File: src/rtl/multicycle_control_unit.sv
// multicycle_control_unit
//   Multicycle sequencer for the datapath. It steps each instruction through
//   FETCH/DECODE/EXEC/MEM/WB around variable-latency ihit/dhit handshakes.
//   It also tracks the LL/SC link, an optional memory-wait timeout and a
//   sticky halt.
//
// State table
//   state  | meaning
//   RESET  | post-reset idle; all outputs low; next edge goes to FETCH
//   FETCH  | iREN high until ihit; irWEN on the hit cycle
//   DECODE | IR fields decoded; HALT opcode diverts to HALT
//   EXEC   | ALU controls valid; branches/jumps update PC and finish here
//   MEM    | dREN/dWEN until dhit; SW finishes here, SC without link skips
//   WB     | register file write plus PC update
//   HALT   | cpu_halt high, no requests, left only through reset
//
// Ports
//   CLK, nRST          clock (rising edge), async active-low reset
//   imemload           instruction word from the icache
//   ihit, dhit         instruction / data request complete
//   zero               ALU zero flag, sampled in EXEC
//   link_inval         external invalidate of the LL link
//   iREN, dREN, dWEN   cache request lines
//   irWEN, pcWEN, WEN  IR latch, PC update and register file write strobes
//   datomic            marks an LL/SC data access
//   wsel               destination register
//   alusrc, wdatsel, aluop, pc_select   datapath mux / ALU controls
//   immediate          sign-extended immediate (zero-extended for ANDI/ORI/XORI)
//   lui_word           immediate placed in the upper half
//   sc_success         SC outcome, written as rt data in the SC write-back
//   mem_err            sticky; a fetch or data wait timed out
//   cpu_halt           sticky halt
module multicycle_control_unit #(
  parameter int WORD_W  = 32,
  parameter int TIMEOUT = 0,
  parameter int TO_W    = 8
) (
  input  logic              CLK,
  input  logic              nRST,
  input  logic [WORD_W-1:0] imemload,
  input  logic              ihit,
  input  logic              dhit,
  input  logic              zero,
  input  logic              link_inval,
  output logic              iREN,
  output logic              irWEN,
  output logic              pcWEN,
  output logic              dREN,
  output logic              dWEN,
  output logic              datomic,
  output logic              WEN,
  output logic [4:0]        wsel,
  output logic [1:0]        alusrc,
  output logic [2:0]        wdatsel,
  output logic [3:0]        aluop,
  output logic [1:0]        pc_select,
  output logic [WORD_W-1:0] immediate,
  output logic [WORD_W-1:0] lui_word,
  output logic              sc_success,
  output logic              mem_err,
  output logic              cpu_halt
);

  localparam logic [5:0] OP_RTYPE = 6'h00, OP_J    = 6'h02, OP_JAL  = 6'h03,
                         OP_BEQ   = 6'h04, OP_BNE  = 6'h05, OP_ADDIU = 6'h09,
                         OP_SLTI  = 6'h0A, OP_SLTIU = 6'h0B, OP_ANDI = 6'h0C,
                         OP_ORI   = 6'h0D, OP_XORI = 6'h0E, OP_LUI  = 6'h0F,
                         OP_LW    = 6'h23, OP_SW   = 6'h2B, OP_LL   = 6'h30,
                         OP_SC    = 6'h38, OP_HALT = 6'h3F;

  localparam logic [5:0] FN_SLL  = 6'h00, FN_SRL  = 6'h02, FN_SLLV = 6'h04,
                         FN_SRLV = 6'h06, FN_JR   = 6'h08, FN_ADD  = 6'h20,
                         FN_ADDU = 6'h21, FN_SUB  = 6'h22, FN_SUBU = 6'h23,
                         FN_AND  = 6'h24, FN_OR   = 6'h25, FN_XOR  = 6'h26,
                         FN_NOR  = 6'h27, FN_SLT  = 6'h2A, FN_SLTU = 6'h2B;

  localparam logic [3:0] ALU_SLL = 4'd0, ALU_SRL = 4'd1, ALU_ADD = 4'd2,
                         ALU_SUB = 4'd3, ALU_AND = 4'd4, ALU_OR  = 4'd5,
                         ALU_XOR = 4'd6, ALU_NOR = 4'd7, ALU_SLT = 4'd8,
                         ALU_SLTU = 4'd9;

  localparam logic [1:0] ALUSRC_REG = 2'd0, ALUSRC_IMM = 2'd1, ALUSRC_SHAMT = 2'd2;

  localparam logic [2:0] WDAT_ALU = 3'd0, WDAT_MEM = 3'd1, WDAT_PC4 = 3'd2,
                         WDAT_LUI = 3'd3, WDAT_SC  = 3'd4;

  localparam logic [1:0] PC_NEXT = 2'd0, PC_BRANCH = 2'd1, PC_JUMP = 2'd2, PC_JR = 2'd3;

  // Wait-counter value seen during the last permitted wait cycle.
  localparam logic [TO_W-1:0] TO_LAST = TO_W'((TIMEOUT > 0) ? TIMEOUT - 1 : 0);

  typedef enum logic [2:0] {RESET, FETCH, DECODE, EXEC, MEM, WB, HALT} state_t;

  state_t            state, state_next;
  logic [WORD_W-1:0] ir;
  logic              link;
  logic              sc_flag;
  logic [TO_W-1:0]   wait_cnt;

  logic [5:0] opcode, funct;
  logic [4:0] rt, rd;
  logic       unused_rs;

  logic [3:0] dec_aluop;
  logic [1:0] dec_alusrc;
  logic [2:0] dec_wdatsel;
  logic [4:0] dec_wsel;
  logic       imm_zext;
  logic       is_lw, is_sw, is_ll, is_sc, is_beq, is_bne, is_j, is_jr, is_jal, is_halt;

  logic is_mem, sc_skip, waiting, wait_hit, to_expire, sc_done, dec_en;

  assign opcode    = ir[31:26];
  assign funct     = ir[5:0];
  assign rt        = ir[20:16];
  assign rd        = ir[15:11];
  assign unused_rs = ^ir[25:21];

  always_comb begin
    dec_aluop   = ALU_ADD;
    dec_alusrc  = ALUSRC_IMM;
    dec_wdatsel = WDAT_ALU;
    dec_wsel    = rt;
    imm_zext    = 1'b0;
    is_lw = 1'b0; is_sw = 1'b0; is_ll = 1'b0; is_sc = 1'b0; is_beq = 1'b0;
    is_bne = 1'b0; is_j = 1'b0; is_jr = 1'b0; is_jal = 1'b0; is_halt = 1'b0;
    case (opcode)
      OP_RTYPE: begin
        dec_alusrc = ALUSRC_REG;
        dec_wsel   = rd;
        case (funct)
          FN_SLL:          begin dec_aluop = ALU_SLL; dec_alusrc = ALUSRC_SHAMT; end
          FN_SRL:          begin dec_aluop = ALU_SRL; dec_alusrc = ALUSRC_SHAMT; end
          FN_SLLV:         dec_aluop = ALU_SLL;
          FN_SRLV:         dec_aluop = ALU_SRL;
          FN_JR:           is_jr = 1'b1;
          FN_ADD, FN_ADDU: dec_aluop = ALU_ADD;
          FN_SUB, FN_SUBU: dec_aluop = ALU_SUB;
          FN_AND:          dec_aluop = ALU_AND;
          FN_OR:           dec_aluop = ALU_OR;
          FN_XOR:          dec_aluop = ALU_XOR;
          FN_NOR:          dec_aluop = ALU_NOR;
          FN_SLT:          dec_aluop = ALU_SLT;
          FN_SLTU:         dec_aluop = ALU_SLTU;
          default:         dec_aluop = ALU_ADD;
        endcase
      end
      OP_J:     is_j = 1'b1;
      OP_JAL:   begin is_jal = 1'b1; dec_wsel = 5'd31; dec_wdatsel = WDAT_PC4; end
      OP_BEQ:   begin is_beq = 1'b1; dec_aluop = ALU_SUB; dec_alusrc = ALUSRC_REG; end
      OP_BNE:   begin is_bne = 1'b1; dec_aluop = ALU_SUB; dec_alusrc = ALUSRC_REG; end
      OP_ADDIU: dec_aluop = ALU_ADD;
      OP_SLTI:  dec_aluop = ALU_SLT;
      OP_SLTIU: dec_aluop = ALU_SLTU;
      OP_ANDI:  begin dec_aluop = ALU_AND; imm_zext = 1'b1; end
      OP_ORI:   begin dec_aluop = ALU_OR;  imm_zext = 1'b1; end
      OP_XORI:  begin dec_aluop = ALU_XOR; imm_zext = 1'b1; end
      OP_LUI:   dec_wdatsel = WDAT_LUI;
      OP_LW:    begin is_lw = 1'b1; dec_wdatsel = WDAT_MEM; end
      OP_SW:    is_sw = 1'b1;
      OP_LL:    begin is_ll = 1'b1; dec_wdatsel = WDAT_MEM; end
      OP_SC:    begin is_sc = 1'b1; dec_wdatsel = WDAT_SC; end
      OP_HALT:  is_halt = 1'b1;
      default:  dec_aluop = ALU_ADD;
    endcase
  end

  assign is_mem   = is_lw | is_sw | is_ll | is_sc;
  // SC that lost its link at MEM entry issues no request at all.
  assign sc_skip  = is_sc & ~sc_flag;
  assign waiting  = (state == FETCH) | ((state == MEM) & ~sc_skip);
  assign wait_hit = (state == FETCH) ? ihit : dhit;
  // Expires on the TIMEOUT-th consecutive miss; a hit in that cycle still wins.
  assign to_expire = (TIMEOUT > 0) & waiting & ~wait_hit & (wait_cnt == TO_LAST);

  always_comb begin
    state_next = state;
    iREN       = 1'b0;
    irWEN      = 1'b0;
    pcWEN      = 1'b0;
    dREN       = 1'b0;
    dWEN       = 1'b0;
    datomic    = 1'b0;
    WEN        = 1'b0;
    pc_select  = PC_NEXT;
    case (state)
      RESET: state_next = FETCH;
      FETCH: begin
        iREN = 1'b1;
        if (ihit) begin
          irWEN      = 1'b1;
          state_next = DECODE;
        end else if (to_expire) begin
          state_next = HALT;
        end
      end
      DECODE: state_next = is_halt ? HALT : EXEC;
      EXEC: begin
        if (is_beq | is_bne | is_j | is_jr) begin
          pcWEN = 1'b1;
          if ((is_beq & zero) | (is_bne & ~zero)) pc_select = PC_BRANCH;
          else if (is_j)                           pc_select = PC_JUMP;
          else if (is_jr)                          pc_select = PC_JR;
          state_next = FETCH;
        end else if (is_mem) begin
          state_next = MEM;
        end else begin
          state_next = WB;
        end
      end
      MEM: begin
        datomic = is_ll | is_sc;
        if (sc_skip) begin
          state_next = WB;
        end else begin
          dREN = is_lw | is_ll;
          dWEN = is_sw | is_sc;
          if (dhit) begin
            if (is_sw) begin
              pcWEN      = 1'b1;
              state_next = FETCH;
            end else begin
              state_next = WB;
            end
          end else if (to_expire) begin
            state_next = HALT;
          end
        end
      end
      WB: begin
        WEN        = 1'b1;
        pcWEN      = 1'b1;
        pc_select  = is_jal ? PC_JUMP : PC_NEXT;
        state_next = FETCH;
      end
      HALT:    state_next = HALT;
      default: state_next = RESET;
    endcase
  end

  assign sc_done = (state == MEM) & is_sc & (state_next != MEM);

  always_ff @(posedge CLK or negedge nRST) begin
    if (!nRST) begin
      state <= RESET;
      ir    <= '0;
    end else begin
      state <= state_next;
      if (irWEN) ir <= imemload;
    end
  end

  // An LL completing in the same cycle as an invalidate keeps the link:
  // the invalidate is ordered before the load.
  always_ff @(posedge CLK or negedge nRST) begin
    if (!nRST) begin
      link    <= 1'b0;
      sc_flag <= 1'b0;
    end else begin
      if ((state == MEM) & is_ll & dhit) link <= 1'b1;
      else if (link_inval | sc_done)     link <= 1'b0;
      if ((state == EXEC) & (state_next == MEM)) sc_flag <= link & ~link_inval;
    end
  end

  always_ff @(posedge CLK or negedge nRST) begin
    if (!nRST) begin
      wait_cnt <= '0;
      mem_err  <= 1'b0;
    end else begin
      if ((state_next != state) | wait_hit)           wait_cnt <= '0;
      else if ((TIMEOUT > 0) & waiting)               wait_cnt <= wait_cnt + TO_W'(1);
      if (to_expire) mem_err <= 1'b1;
    end
  end

  // Decoded controls are forced low in RESET so every output starts at 0.
  assign dec_en     = (state != RESET);
  assign wsel       = dec_en ? dec_wsel    : 5'd0;
  assign alusrc     = dec_en ? dec_alusrc  : ALUSRC_REG;
  assign wdatsel    = dec_en ? dec_wdatsel : WDAT_ALU;
  assign aluop      = dec_en ? dec_aluop   : ALU_SLL;
  assign immediate  = !dec_en  ? '0 :
                      imm_zext ? {{(WORD_W-16){1'b0}}, ir[15:0]} :
                                 {{(WORD_W-16){ir[15]}}, ir[15:0]};
  assign lui_word   = dec_en ? {ir[15:0], {(WORD_W-16){1'b0}}} : '0;
  assign sc_success = sc_flag & is_sc & ((state == MEM) | (state == WB));
  assign cpu_halt   = (state == HALT);

endmodule

File: config.mk
export PLATFORM = sky130hd
export DESIGN_NAME = multicycle_control_unit
export DESIGN_NICKNAME = d
export VERILOG_FILES = /design/src/rtl/multicycle_control_unit.sv
export SDC_FILE = /design/constraint.sdc
export NUM_CORES = 1
export LEC_CHECK = 0
export ABC_AREA = 1
export BUFFER_PORTS_ARGS = -buffer_cell sky130_fd_sc_hd__buf_2
export CORE_ASPECT_RATIO = 1.25
export CORE_MARGIN = 4
export CORE_UTILIZATION = 49
export DETAILED_ROUTE_END_ITERATION = 10
export PLACE_DENSITY = 0.86
export SYNTH_ARGS = -nofsm -noshare
export SYNTH_HDL_FRONTEND = slang
export SYNTH_SLANG_ARGS = --single-unit
File: constraint.sdc
create_clock -name CLK -period 2.85 [get_ports CLK]
set_input_delay 0.1425 -clock CLK [delete_from_list [all_inputs] [get_ports CLK]]
set_output_delay 0.1425 -clock CLK [all_outputs]
set_load 0.05 [all_outputs]
==> flow_summary.rst, run 1 <==
.. list-table::
   :header-rows: 1

   * - Metric
     - Value
   * - Ant diodes
     - 0
   * - Num CTS Buffers
     - 5
   * - Placeable core region
     - about 0.0048 mm^2
   * - TritonCTS clock tree
     - done
   * - Crit Path Category
     - reg -> out
   * - Area growth from synthesis to final layout
     - 15.7%
   * - Maximum cell stage delay along the critical path
     - 0.55 ns
   * - Bufs and invs on worst path
     - 3
   * - Number of distinct library cell variants in the gate-level netlist after synthesis
     - 32
   * - GRT Resource Usage Total
     - 19.1%
   * - Number of global-route vias before repair
     - 2165
   * - Storage cell area
     - 801 um^2
   * - Yosys warns
     - 0
   * - Worst hold margin
     - 0.0477 ns
   * - Final global-route overflow total
     - 0
   * - Post-detailed-route via-to-cell ratio
     - 4.96
   * - Antenna violations before repair
     - 0
   * - Share of cells above drive strength 1
     - approximately a third
   * - Final-report max-slew violation count
     - 0
   * - Chip Width
     - 70.7 um
   * - Clock insertion delay at the later pin of the skew report
     - slightly below 0.3 ns
   * - Cell area after technology mapping
     - between 0.002 and 0.0025 mm^2
   * - Number of rows in the core area
     - 28
   * - Via count
     - ~2400
   * - Worst hold-check path type
     - in -> reg
   * - Actual transition at the worst max-transition pin
     - between 0.7 and 0.8 ns
   * - Setup repair after global routing missed its margin
     - false
   * - Total of max-cap violations
     - 0
   * - Overall die height
     - 86.4 um
   * - Maximum fanout encountered on the critical timing path
     - 28
   * - Cell count after synthesis
     - 341
   * - Largest buffer count on any clock path
     - 2
   * - Wire length of the first global-routing pass
     - 9.39 mm
   * - Top-level I/O count
     - between 100 and 150
   * - Die Footprint
     - 0.00611 mm^2
   * - 1st-iter DRT viols
     - 75
   * - DR pass1 iterations
     - 5
   * - Remaining max-slew budget at the tightest pin
     - 51.1%
   * - Pin count of the biggest net entering global routing
     - 48
   * - Net count, final
     - between 400 and 500
   * - CTS sink count
     - 32
   * - Ordered cell list for the critical path
     - inv_1 -> nand2_1 -> inv_2 -> nor3_2 -> buf_2
   * - Element type at the critical path start
     - register
   * - Fmax achieved
     - 0.435 GHz
   * - # H-tree levels
     - 2
   * - Final Cycle Share
     - 80.7%
   * - Library cell contributing the largest single delay on the critical path
     - sky130_fd_sc_hd__nor3_2
   * - Clock-pin slew of the registers on the worst-case setup and hold paths
     - 0.07 ns
   * - Post-layout minimum cycle time
     - 2.30 ns
   * - Avg WL per Cell
     - 12.6 um
   * - Number of hold violations in the final report
     - 0
   * - Required time reported for the critical path endpoint
     - 2.71 ns
   * - Arr. time, crit path
     - 2.16 ns
   * - Post-detailed-route count of antenna-violating nets
     - 0
   * - DRT Wirelength
     - 6.00 mm
   * - Category of the worst setup path capture point
     - primary output
   * - Detail Placement HPWL
     - 4.76 mm
   * - Number of endpoints failing setup at the final stage
     - 0
   * - Sequential share of the synthesized area
     - 33.2%
   * - Area occupied by multi-input gates
     - 0.00111 mm^2
   * - Starting Density
     - 50.6%
   * - Run status
     - finished, final reports clean
   * - Routability congestion estimate
     - 0.902
   * - Synth Register Bits
     - 32
   * - Clock skew
     - 0.00337 ns
   * - DRC viols
     - 0
   * - Syn_area_per_cell
     - 7.07 um^2
   * - Filler Cell Count
     - approximately 450
   * - Port buffer count
     - 105
   * - Setup TNS
     - 0 ns
   * - Cell chosen for the clock root
     - sky130_fd_sc_hd__clkbuf_8
   * - Fin area
     - 0.00279 mm^2
   * - Placed Instance Area
     - ~0.0027 mm^2
   * - Worst path top cell family by delay
     - simple AND/OR/NAND/NOR gates
==> layer usage <==
layer | share of wire, % | vias to the layer above | global-route usage (%)
met3 | 7.7 | 26 | 4.18
met4 | 4.2 | 0 | 10.1
met2 | 49 | 123 | 33.8
met1 | 39 | 1050 | 21.3
li1 | - | 1166 | -
met5 | 0 | - | 0
==> registers in the layout, summed over array words and instances, names as in the netlist <==
register / flops
ir: 27
link: 1
sc_flag: 1
state: 3
==> cell type report <==
class	count	share of cell area, %
clock buffers	7	3.10
clock inverters	1	0.269
inverters	43	5.97
multi-input cells	227	39.8
flip-flops and latches	32	28.7
well taps	60	2.69
repair buffers	107	19.5
==> repair_timing <==
| action | 4_1_cts | 5_1_grt |
|---|---|---|
| endpoints found under the hold margin | 32 | 0 |
| resized for setup | 0 | 0 |
| buffers inserted | 0 | 0 |
| hold buffers | 1 | 0 |
==> cell usage after synthesis (all sizes together) <==
cell type | instances | area, um^2
nor2 | 52 | 230
o211ai | 1 | 7.51
nand2 | 79 | 307
clkbuf | 1 | 3.75
a21oi | 9 | 45.0
nand3b | 1 | 11.3
a41oi | 1 | 8.76
conb | 1 | 3.75
or2 | 1 | 6.26
nor3 | 8 | 45.0
buf | 54 | 395
dfrtp | 32 | 801
o21ai | 29 | 145
nand3 | 18 | 140
mux2 | 1 | 11.3
a211oi | 4 | 30.0
nor4 | 2 | 12.5
inv | 40 | 150
clkinv | 3 | 16.3
nand4 | 4 | 40.0
==> cell usage in the layout, fill, tap and decap left out <==
cell,instances
sky130_fd_sc_hd__a41oi_1,1
sky130_fd_sc_hd__inv_2,5
sky130_fd_sc_hd__clkinv_4,1
sky130_fd_sc_hd__clkbuf_8,6
sky130_fd_sc_hd__clkinvlp_4,1
sky130_fd_sc_hd__nand3_2,5
sky130_fd_sc_hd__inv_1,35
sky130_fd_sc_hd__or2_2,1
sky130_fd_sc_hd__nand2_2,1
sky130_fd_sc_hd__nand3b_2,1
sky130_fd_sc_hd__dlygate4sd3_1,1
sky130_fd_sc_hd__buf_4,1
sky130_fd_sc_hd__nand2_1,77
sky130_fd_sc_hd__clkbuf_1,1
sky130_fd_sc_hd__nand4_1,3
sky130_fd_sc_hd__mux2_2,1
sky130_fd_sc_hd__a21oi_1,9
sky130_fd_sc_hd__nor2_2,2
sky130_fd_sc_hd__o211ai_1,1
sky130_fd_sc_hd__nand3_1,11
sky130_fd_sc_hd__clkinv_1,2
sky130_fd_sc_hd__nor3_1,6
sky130_fd_sc_hd__nor3_2,2
sky130_fd_sc_hd__a211oi_1,4
sky130_fd_sc_hd__nor4_1,2
sky130_fd_sc_hd__buf_2,105
sky130_fd_sc_hd__nand3_4,2
sky130_fd_sc_hd__conb_1,17
sky130_fd_sc_hd__o21ai_0,29
sky130_fd_sc_hd__nor2_4,4
sky130_fd_sc_hd__nor2_1,46
sky130_fd_sc_hd__dfrtp_1,32
sky130_fd_sc_hd__nand2_4,1
sky130_fd_sc_hd__nand4_4,1
==> path summary, 6_finish.rpt <==
check                                   from             to  slack (ns)  cells after the start
worst max-delay path                state[2]  immediate[30]        0.55                      5
worst min-delay path            imemload[17]         ir[17]        0.05                      3
worst max register to register        ir[29]           link        1.15                     10
worst min register to register        ir[17]         ir[17]        0.49                      2
max in group asynchronous               nRST       state[2]        1.90                      2
min in group asynchronous               nRST          ir[2]        0.48                      2
==> cells by family after synthesis <==
logic type	after synthesis	share of synthesized area [%]
compound gates	44	9.81
flops	32	33.2
simple gates	165	32.9
buf+inv	98	23.5
other cells	1	0.156
mux	1	0.467
==> worst reg2reg max path, stage by stage, from the launching register on <==
cell	delay, ns
sky130_fd_sc_hd__dfrtp_1	0.44
sky130_fd_sc_hd__nor2_2	0.29
sky130_fd_sc_hd__nand3_4	0.16
sky130_fd_sc_hd__clkinv_4	0.12
sky130_fd_sc_hd__nand3b_2	0.14
sky130_fd_sc_hd__nand3_2	0.13
sky130_fd_sc_hd__nand4_4	0.10
sky130_fd_sc_hd__nand2_1	0.08
sky130_fd_sc_hd__nand2_1	0.05
sky130_fd_sc_hd__nand2_1	0.05
sky130_fd_sc_hd__nand2_1	0.04
==> stage by stage <==
| step | worst slack (ns) | std cells | util [%] |
|---|---|---|---|
| after floorplan | 0.165 | 357 | - |
| after global placement | 0.893 | 468 | 56.3 |
| after detailed placement | 0.834 | 468 | 56.3 |
| after CTS | 0.522 | 477 | 58.5 |
| after global routing | 0.309 | 477 | 58.5 |
| final | 0.550 | 477 | 58.5 |
Power of run 1 is not shown: default switching activity piles up to over one toggle a cycle in this logic, so the estimate is an artifact.
==> run 2, diff against run 1 <==
Settings changed: CORE_UTILIZATION 49 to 46, PLACE_DENSITY 0.86 to 0.82.
Clock period 2.85 ns to 2.3 ns, I/O delays scaled along.
==> flow_summary.rst, run 2 (synthesis gave the netlist of run 1 again) <==
.. list-table::
   :header-rows: 1

   * - Metric
     - Value
   * - Maximum fanout encountered on the critical timing path
     - 10 (-64%)
   * - Area growth from synthesis to final layout
     - 18.0%
   * - Number of endpoints failing setup at the final stage
     - 0 (unchanged)
   * - Cell chosen for the clock root
     - sky130_fd_sc_hd__clkbuf_8
   * - Antenna violations before repair
     - 0 (unchanged)
   * - Pin count of the biggest net entering global routing
     - 33 (-31%)
   * - Chip Width
     - 72.7 um (+2.8%)
   * - Actual transition at the worst max-transition pin
     - 0.706 ns (-0.0283 ns)
   * - # H-tree levels
     - 2 (unchanged)
   * - Buffers inserted during post-CTS setup optimization
     - 0 (unchanged)
   * - Routability congestion estimate
     - 0.856 (-5.1%)
   * - Setup repair after global routing missed its margin
     - false
   * - Detail Placement HPWL
     - 4.68 mm (-1.6%)
   * - Num CTS Buffers
     - 5 (unchanged)
   * - Port buffer count
     - 105 (unchanged)
   * - Required time reported for the critical path endpoint
     - 2.18 ns (-0.53 ns)
   * - Biggest regs
     - ir: 27 flops, state: 3 flops
   * - DRC viols
     - 0 (unchanged)
   * - Most common library cell in the layout ignoring fill and taps
     - sky130_fd_sc_hd__buf_2
   * - Final-report max-slew violation count
     - 0 (unchanged)
   * - 1st-iter DRT viols
     - 137 (+83%)
   * - Final Cycle Share
     - 91.6%
   * - Most flop-heavy register
     - ir
   * - Overall die height
     - 88.9 um (+2.9%)
   * - Placeable core region
     - 0.00508 mm^2 (+6.6%)
   * - Setup TNS
     - 0 ns (unchanged)
   * - GRT Resource Usage Total
     - 18.4% (-0.73 points)
   * - DRT Wirelength
     - 5.92 mm (-1.4%)
   * - R2R cell count
     - 10 (unchanged)
   * - Share of cells above drive strength 1
     - 34.8% (+1.2 points)
   * - Die Footprint
     - 0.00647 mm^2 (+5.8%)
   * - Element type at the critical path start
     - register
   * - Ant diodes
     - 0 (unchanged)
   * - Remaining max-slew budget at the tightest pin
     - 52.9% (+1.9 points)
   * - DR pass1 iterations
     - 4 (-1)
   * - Storage cell area
     - 801 um^2 (unchanged)
   * - Avg WL per Cell
     - 12.3 um (-2.4%)
   * - Clock skew
     - 0.00551 ns (+0.00215 ns)
   * - Fmax achieved
     - 0.475 GHz
   * - Starting Density
     - 47.4% (-3.1 points)
   * - Post-detailed-route via-to-cell ratio
     - 4.81 (-3.0%)
   * - Net count, final
     - 457 (+0.66%)
   * - Worst hold-check path type
     - in -> reg
   * - Final global-route overflow total
     - 0 (unchanged)
   * - Top-level I/O count
     - 128 (unchanged)
   * - TritonCTS clock tree
     - done
   * - Filler Cell Count
     - 503 (+11%)
   * - Number of global-route vias before repair
     - 2159 (-0.28%)
   * - Largest buffer count on any clock path
     - 2 (unchanged)
   * - Post-detailed-route count of antenna-violating nets
     - 0 (unchanged)
   * - Crit Path Category
     - reg -> out
   * - Arr. time, crit path
     - 1.99 ns (-0.17 ns)
   * - Clock-pin slew of the registers on the worst-case setup and hold paths
     - 0.06 ns (about the same)
   * - Run status
     - finished, final reports clean
   * - Via count
     - 2318 (-2.0%)
   * - Post-layout minimum cycle time
     - 2.11 ns
   * - Area occupied by multi-input gates
     - 0.00112 mm^2 (+1.5%)
   * - Clock insertion delay at the later pin of the skew report
     - 0.28 ns (about the same)
   * - Number of flip-flops in the largest register
     - 27 (unchanged)
   * - Number of hold violations in the final report
     - 0 (unchanged)
   * - Most frequent cells in the layout
     - sky130_fd_sc_hd__buf_2, sky130_fd_sc_hd__nand2_1, sky130_fd_sc_hd__nor2_1, sky130_fd_sc_hd__inv_1, sky130_fd_sc_hd__dfrtp_1
   * - Category of the worst setup path capture point
     - primary output
   * - Total of max-cap violations
     - 0 (unchanged)
   * - Number of rows in the core area
     - 29 (+3.6%)
   * - Wire length of the first global-routing pass
     - 9.40 mm (+0.15%)
   * - CTS sink count
     - 32 (unchanged)
   * - Number of cells traversed by the worst hold path
     - 3 (unchanged)
[run 2: critical path, stage by stage, from the launching register on]
cell                       delay [ns]
sky130_fd_sc_hd__dfrtp_1         0.43
sky130_fd_sc_hd__nor2_2          0.29
sky130_fd_sc_hd__nand3_4         0.16
sky130_fd_sc_hd__clkinv_4        0.12
sky130_fd_sc_hd__nand3b_2        0.13
sky130_fd_sc_hd__nand2_1         0.09
sky130_fd_sc_hd__nand2_1         0.08
sky130_fd_sc_hd__a21oi_1         0.13
sky130_fd_sc_hd__buf_2           0.28
[run 2: area by class of cell]
cell class                 instances  area share, %
timing repair buffer             110           19.9
clock buffer                       6           2.55
inverter                          43           5.85
tap                               62           2.73
clock inverter                     2           1.23
sequential                        32           28.2
multi-input combinational        227           39.6
[run 2: per-stage QoR]
stage	utilization, %	instance area, um^2	cells	setup WS, ns	hold slack (ns)
finish	56.0	2840	482	0.193	0.0297
detailed placement	53.5	2720	473	0.469	0.216
global route	56.0	2840	482	0.0496	0.0292
floorplan	-	2490	357	0.0429	-0.181
global placement	53.5	2720	473	0.499	0.206
CTS	55.9	2840	482	0.141	0.0201
[run 2: timing repair]
| item | 4_1_cts | 5_1_grt |
|---|---|---|
| hold endpoints to repair | 32 | 0 |
| hold buffers | 1 | 0 |
| endpoints found under the setup margin | 0 | 1 |
| gates resized for setup | 0 | 1 |
[run 2: worst paths after layout]
| path | startpoint | end | slack (ns) |
|---|---|---|---|
| min in group asynchronous | nRST | ir[2] | 0.45 |
| max in group asynchronous | nRST | ir[31] | 1.39 |
| max reg2reg | ir[29] | link | 0.62 |
| min reg2reg | ir[17] | ir[17] | 0.47 |
| min | imemload[20] | ir[20] | 0.03 |
| max | ir[29] | pc_select[0] | 0.19 |
[run 2: per-layer routing]
layer,up-vias,GRT usage [%],share of wire [%]
met5,-,0,0
met4,0,7.55,1.7
met3,13,3.71,8.1
met2,92,33.4,51
met1,1049,20.8,39
li1,1164,-,-
Power of run 2 is left out for the same reason.
